### config.mk
export PLATFORM = sky130hd
export DESIGN_NAME = muldiv_arbiter
export DESIGN_NICKNAME = d
export VERILOG_FILES = /design/src/rtl/muldiv_pkg.sv /design/src/rtl/rr_arb2.sv /design/src/rtl/muldiv_arbiter.sv
export SDC_FILE = /design/constraint.sdc
export NUM_CORES = 1
export LEC_CHECK = 0
export ABC_AREA = 1
export BUFFER_PORTS_ARGS = -buffer_cell sky130_fd_sc_hd__buf_2
export CORE_MARGIN = 2
export CORE_UTILIZATION = 40
export CTS_BUF_LIST = sky130_fd_sc_hd__clkbuf_4 sky130_fd_sc_hd__clkbuf_8
export CTS_CLUSTER_SIZE = 30
export DETAILED_ROUTE_END_ITERATION = 8
export GPL_TIMING_DRIVEN = 1
export PLACE_DENSITY = 0.75
export SLEW_MARGIN = 15
export SYNTH_ARGS = -nofsm -noshare
export SYNTH_HDL_FRONTEND = slang
export SYNTH_SLANG_ARGS = --single-unit
### constraint.sdc
create_clock -name clk -period 1.9 [get_ports clk]
set_input_delay 0.095 -clock clk [delete_from_list [all_inputs] [get_ports clk]]
set_output_delay 0.095 -clock clk [all_outputs]
set_load 0.01 [all_outputs]
### src/rtl/muldiv_pkg.sv
// Shared types and constants for the multiply/divide arbiter.
package muldiv_pkg;

  localparam int DATA_W          = 32;
  localparam int RESULT_W        = 64;
  localparam int TIMEOUT_DEFAULT = 40;
  localparam int CNT_W           = 16;

  localparam logic MODE_MUL = 1'b0;
  localparam logic MODE_DIV = 1'b1;

  typedef enum logic [1:0] {
    ST_IDLE,
    ST_ISSUE,
    ST_WAIT,
    ST_RESP
  } state_e;

  // Turn a requester index into its one-hot strobe position.
  function automatic logic [1:0] onehot2(input logic idx);
    return idx ? 2'b10 : 2'b01;
  endfunction

endpackage

### src/rtl/rr_arb2.sv
// Combinational two-way round-robin picker: a lone request always wins,
// a tie goes to the requester named by the pointer.
module rr_arb2 (
  input  logic [1:0] req,
  input  logic       ptr,
  output logic       grant,
  output logic       any
);

  // Pick the winner; grant is only meaningful when any is set.
  always_comb begin
    any   = |req;
    grant = ptr;
    if (req == 2'b01) begin
      grant = 1'b0;
    end else if (req == 2'b10) begin
      grant = 1'b1;
    end
  end

endmodule

### src/rtl/muldiv_arbiter.sv
// Shares one iterative 32-bit multiply/divide unit between two requesters.
// One operation is in flight at a time; the result is held until the owner
// takes it, and a watchdog answers with an error if the unit never finishes.
module muldiv_arbiter
  import muldiv_pkg::*;
#(
  parameter int TIMEOUT = TIMEOUT_DEFAULT
) (
  input  logic                clk,
  input  logic                rst,
  input  logic [1:0]          req_valid,
  output logic [1:0]          req_ready,
  input  logic [1:0]          req_mode,
  input  logic [DATA_W-1:0]   req_a0,
  input  logic [DATA_W-1:0]   req_b0,
  input  logic [DATA_W-1:0]   req_a1,
  input  logic [DATA_W-1:0]   req_b1,
  output logic [1:0]          resp_valid,
  input  logic [1:0]          resp_ready,
  output logic [RESULT_W-1:0] resp_data,
  output logic                resp_err,
  output logic                md_valid,
  output logic                md_mode,
  output logic [DATA_W-1:0]   md_a,
  output logic [DATA_W-1:0]   md_b,
  input  logic                md_ready,
  input  logic [RESULT_W-1:0] md_out
);

  state_e              state_q, state_d;
  logic                ptr_q, ptr_d;
  logic                grant_q, grant_d;
  logic [CNT_W-1:0]    cnt_q, cnt_d;
  logic [1:0]          req_ready_q, req_ready_d;
  logic [1:0]          resp_valid_q, resp_valid_d;
  logic [RESULT_W-1:0] resp_data_q, resp_data_d;
  logic                resp_err_q, resp_err_d;
  logic                md_valid_q, md_valid_d;
  logic                md_mode_q, md_mode_d;
  logic [DATA_W-1:0]   md_a_q, md_a_d;
  logic [DATA_W-1:0]   md_b_q, md_b_d;

  logic arb_ptr;
  logic arb_grant;
  logic arb_any;

  // Leaving RESP already uses the updated pointer so the other requester can
  // be offered req_ready in the very next cycle.
  assign arb_ptr = (state_q == ST_RESP) ? ~grant_q : ptr_q;

  rr_arb2 u_arb (
    .req   (req_valid),
    .ptr   (arb_ptr),
    .grant (arb_grant),
    .any   (arb_any)
  );

  // Next-state and registered-output decode for the IDLE/ISSUE/WAIT/RESP FSM.
  always_comb begin
    state_d      = state_q;
    ptr_d        = ptr_q;
    grant_d      = grant_q;
    cnt_d        = cnt_q;
    req_ready_d  = 2'b00;
    resp_valid_d = resp_valid_q;
    resp_data_d  = resp_data_q;
    resp_err_d   = resp_err_q;
    md_valid_d   = 1'b0;
    md_mode_d    = md_mode_q;
    md_a_d       = md_a_q;
    md_b_d       = md_b_q;

    case (state_q)
      ST_IDLE: begin
        if ((req_ready_q & req_valid) != 2'b00) begin
          // Handshake completes this cycle; grant_q names the offered bit.
          md_mode_d  = req_mode[grant_q];
          md_a_d     = grant_q ? req_a1 : req_a0;
          md_b_d     = grant_q ? req_b1 : req_b0;
          md_valid_d = 1'b1;
          state_d    = ST_ISSUE;
        end else if (arb_any) begin
          // Offer (or re-offer, if the previous offer was withdrawn).
          grant_d     = arb_grant;
          req_ready_d = onehot2(arb_grant);
        end
      end

      ST_ISSUE: begin
        cnt_d   = '0;
        state_d = ST_WAIT;
      end

      ST_WAIT: begin
        if (md_ready) begin
          resp_data_d  = md_out;
          resp_err_d   = 1'b0;
          resp_valid_d = onehot2(grant_q);
          state_d      = ST_RESP;
        end else if (cnt_q == CNT_W'(TIMEOUT - 1)) begin
          resp_data_d  = '0;
          resp_err_d   = 1'b1;
          resp_valid_d = onehot2(grant_q);
          state_d      = ST_RESP;
        end else begin
          cnt_d = cnt_q + 1'b1;
        end
      end

      ST_RESP: begin
        if (resp_ready[grant_q]) begin
          resp_valid_d = 2'b00;
          ptr_d        = ~grant_q;
          state_d      = ST_IDLE;
          if (arb_any) begin
            grant_d     = arb_grant;
            req_ready_d = onehot2(arb_grant);
          end
        end
      end

      default: begin
        state_d = ST_IDLE;
      end
    endcase
  end

  // State and output registers with synchronous reset.
  always_ff @(posedge clk) begin
    if (rst) begin
      state_q      <= ST_IDLE;
      ptr_q        <= 1'b0;
      grant_q      <= 1'b0;
      cnt_q        <= '0;
      req_ready_q  <= 2'b00;
      resp_valid_q <= 2'b00;
      resp_data_q  <= '0;
      resp_err_q   <= 1'b0;
      md_valid_q   <= 1'b0;
      md_mode_q    <= 1'b0;
      md_a_q       <= '0;
      md_b_q       <= '0;
    end else begin
      state_q      <= state_d;
      ptr_q        <= ptr_d;
      grant_q      <= grant_d;
      cnt_q        <= cnt_d;
      req_ready_q  <= req_ready_d;
      resp_valid_q <= resp_valid_d;
      resp_data_q  <= resp_data_d;
      resp_err_q   <= resp_err_d;
      md_valid_q   <= md_valid_d;
      md_mode_q    <= md_mode_d;
      md_a_q       <= md_a_d;
      md_b_q       <= md_b_d;
    end
  end

  assign req_ready  = req_ready_q;
  assign resp_valid = resp_valid_q;
  assign resp_data  = resp_data_q;
  assign resp_err   = resp_err_q;
  assign md_valid   = md_valid_q;
  assign md_mode    = md_mode_q;
  assign md_a       = md_a_q;
  assign md_b       = md_b_q;

endmodule

==> reports/qor.yml <==
sta:
  slew_headroom_pct: 64.2
  setup_viol: 0
  whs_ns: 0.0479
  slew_viol_final: 0
  fin_crit_sh_pct: 92.6
  final.setup.tns_ns: 0
  finalHoldViolations: 0
  worst_pin_slew_ns: 0.536
  rsz0062_at_grt: "false"
  fmax_mhz: 569
  post-route-min-period_ns: 1.76
  finClkSkew_ns: 0.0126
placement:
  hpwl_um: 14200
  io_buffers: 335
  gp_congestion: 0.917
synth:
  synthArstFlopShare_pct: 0
  synth_most_common_cell: "nand2_1"
  ys_types: 27
  ys.warnings.count: 0
  synth_ff_type: "dfxtp_1"
  synth_edf_count: 0
  synth_area_leaders: "dfxtp_1 47%, nand2_1 15%, nand3_1 6.6%, a31oi_1 6.2%, a21oi_1 6.1%"
  avgSynthCellArea_um2: 7.35
  synth_seq_area_share_pct: 47.3
  synthCells: 893
  synth_top_area_share_pct: 47.3
  synthTopCellsByCount: "256 x nand2_1, 155 x dfxtp_1, 87 x nand3_1"
  synth_top_area_cell: "dfxtp_1"
  synth_seq_cells: 155
  syn-cell-area_mm2: 0.00656
  syn_nets: 1100
floorplanning:
  core_area_mm2: 0.0159
  die_h_um: 132
  ios: 336
  std_cell_rows: 46
  die_area_mm2: 0.0174
  start_util_pct: 41.2
  dieWidth_um: 132
setup_path:
  worstPathRequired_ns: 2.24
  crit_fanout: 103
  rrSetupSlack_ns: 0.14
  arrival_ns: 2.10
  critPathKind: "flip-flop to flip-flop"
  r2r_end: "md_a[14]$_SDFFE_PP0P_"
  startpoint_type: "flip-flop"
  ff2ff_path_depth: 7
  regToRegStartpoint: "state_q[0]$_SDFFE_PP0P_"
  cp-end-kind: "flip-flop"
clocking:
  insertion_delay_ns: 0.46
  path_clk_slew_ns: 0.09
  cts_sinks: 155
  cts-root-buf: "clkbuf_8"
  post-cts-setup-buffer-count: 0
  cts_buffers: 17
  cts_tree: "yes"
  cts_buffer_depth: 2
  htreeDepth: 4
global_routing:
  track_usage_pct: 30.1
  grt_pass1_wl_um: 42700
  antenna_found_initial: 3
  grt_max_degree: 104
  grt_pass1_vias: 8668
  gr-total-overflow: 0
worst_hold_path:
  min_to: "req_ready[1]$_SDFF_PP0_"
  hold_start: "req_valid[0]"
  hp-class: "primary input to flip-flop"
  min_path_cells: 4
route:
  drt-pass1-iter-count: 5
  vias: 8648
  remaining_drc_errors: 0
  route.detailed.wl_per_inst_um: 16.5
  detail_route.iter0.violations: 624
  ant_nets: 0
  drt-total-wl_um: 26800
  via_per_inst: 5.33
power_and_ir_drop:
  power.density_mw_per_mm2: 972
  leakage_nw: 4.95
  ir_drop_v: 0.000497
cells_and_area:
  syn_to_final_growth_pct: 63.8
  final_nets: 1595
  layout-drive-gt1-share_pct: 28.7
run:
  cap_violations: 0
status:
  status: "finished, final reports clean"
## logic make-up after synthesis
family | synth area share (%)
XOR/XNOR | 0.267
AO/OA/AOI/OAI | 19.0
adder cells (fa/ha/maj) | 1.14
buffers and inverters | 7.13
AND/OR/NAND/NOR | 25.2
flip-flops | 47.3
## through the flow
| step | area, um^2 | setup WS (ns) | total power, mW | util (%) | cells |
|---|---|---|---|---|---|
| after floorplan | 6560 | 0.440 | 6.15 | - | 893 |
| after global placement | 8350 | 0.227 | 7.31 | 52.3 | 1388 |
| after detailed placement | 8350 | 0.160 | 7.38 | 52.3 | 1388 |
| after CTS | 10700 | 0.131 | 10.3 | 67.2 | 1617 |
| after global routing | 10700 | 0.0176 | 11.0 | 67.4 | 1620 |
| final | 10700 | 0.141 | 10.4 | 67.4 | 1622 |
## cell type report
type	count	area, um^2
clock buffers	17	234
fillers	1197	5200
flip-flops and latches	155	3100
repair buffers	546	3830
inverters	34	129
multi-input cells	634	3010
diodes	5	12.5
clock inverters	15	163
well taps	216	270
## registers in the layout (all words and copies together), names as in the netlist
| register | flops |
|---|---|
| state_q | 2 |
| md_mode | 1 |
| md_b | 32 |
| req_ready | 2 |
| resp_valid | 2 |
| md_a | 32 |
| grant_q | 1 |
| ptr_q | 1 |
| resp_err | 1 |
| md_valid | 1 |
| resp_data | 64 |
| cnt_q | 16 |
## routing by layer
layer  vias to the layer above  part of all wire (%)  global-route usage, %
li1                       4000                     -                      -
met1                      3961                    38                   33.5
met2                       565                    47                   50.0
met3                       122                    10                   9.15
met4                         0                   4.8                   19.3
met5                         -                     0                      0
## layout by cell type, fill, tap and decap left out, types with 2 or more instances in the layout
cell type	n
clkbuf_8	17
nor2_2	5
bufinv_16	2
a21oi_2	3
a31oi_1	65
inv_6	6
buf_4	8
nand2_2	4
nor2_1	37
clkinv_2	4
ha_1	6
diode_2	5
dfxtp_1	154
dlygate4sd3_1	197
inv_1	29
xor2_1	2
o21ai_1	2
buf_12	4
inv_2	3
clkinvlp_4	2
nand4_1	5
buf_2	335
nand3_1	86
a21oi_1	80
nand2_1	255
o21ai_0	76
## repair_timing
action | in CTS | in global routing
endpoints found under the hold margin | 135 | 0
gates resized for setup | 0 | 4
setup endpoints to repair | 0 | 44
hold buffers | 197 | 0
## worst max path at each step
stage                                 end  cells past startpoint  slack, ns               startpoint
2_1_floorplan  resp_data[29]$_SDFFE_PP0P_                     10       0.44    cnt_q[0]$_SDFFE_PP0P_
6_report            md_a[14]$_SDFFE_PP0P_                      7       0.14  state_q[0]$_SDFFE_PP0P_
4_1_cts        resp_data[48]$_SDFFE_PP0P_                      7       0.13  state_q[0]$_SDFFE_PP0P_
5_1_grt        resp_data[57]$_SDFFE_PP0P_                      9       0.02    cnt_q[0]$_SDFFE_PP0P_
3_3_place_gp   resp_data[36]$_SDFFE_PP0P_                      7       0.23  state_q[0]$_SDFFE_PP0P_
3_5_place_dp   resp_data[48]$_SDFFE_PP0P_                      7       0.16  state_q[0]$_SDFFE_PP0P_
## power breakdown
part | internal, mW | total [mW] | leakage (nW) | switching (mW)
Combinational | 1.47 | 3.80 | 3.49 | 2.34
Clock | 1.19 | 2.56 | 0.200 | 1.36
Sequential | 3.77 | 4.08 | 1.26 | 0.312
## critical path: stages, from the launching register on
cell and delay (ns):
dfxtp_1 0.38, inv_1 0.11, ha_1 0.22, nand2_1 0.16
clkinv_2 0.12, buf_16 0.23, o21ai_0 0.30, a31oi_1 0.07
No activity file was read; power rests on OpenSTA's default activity.
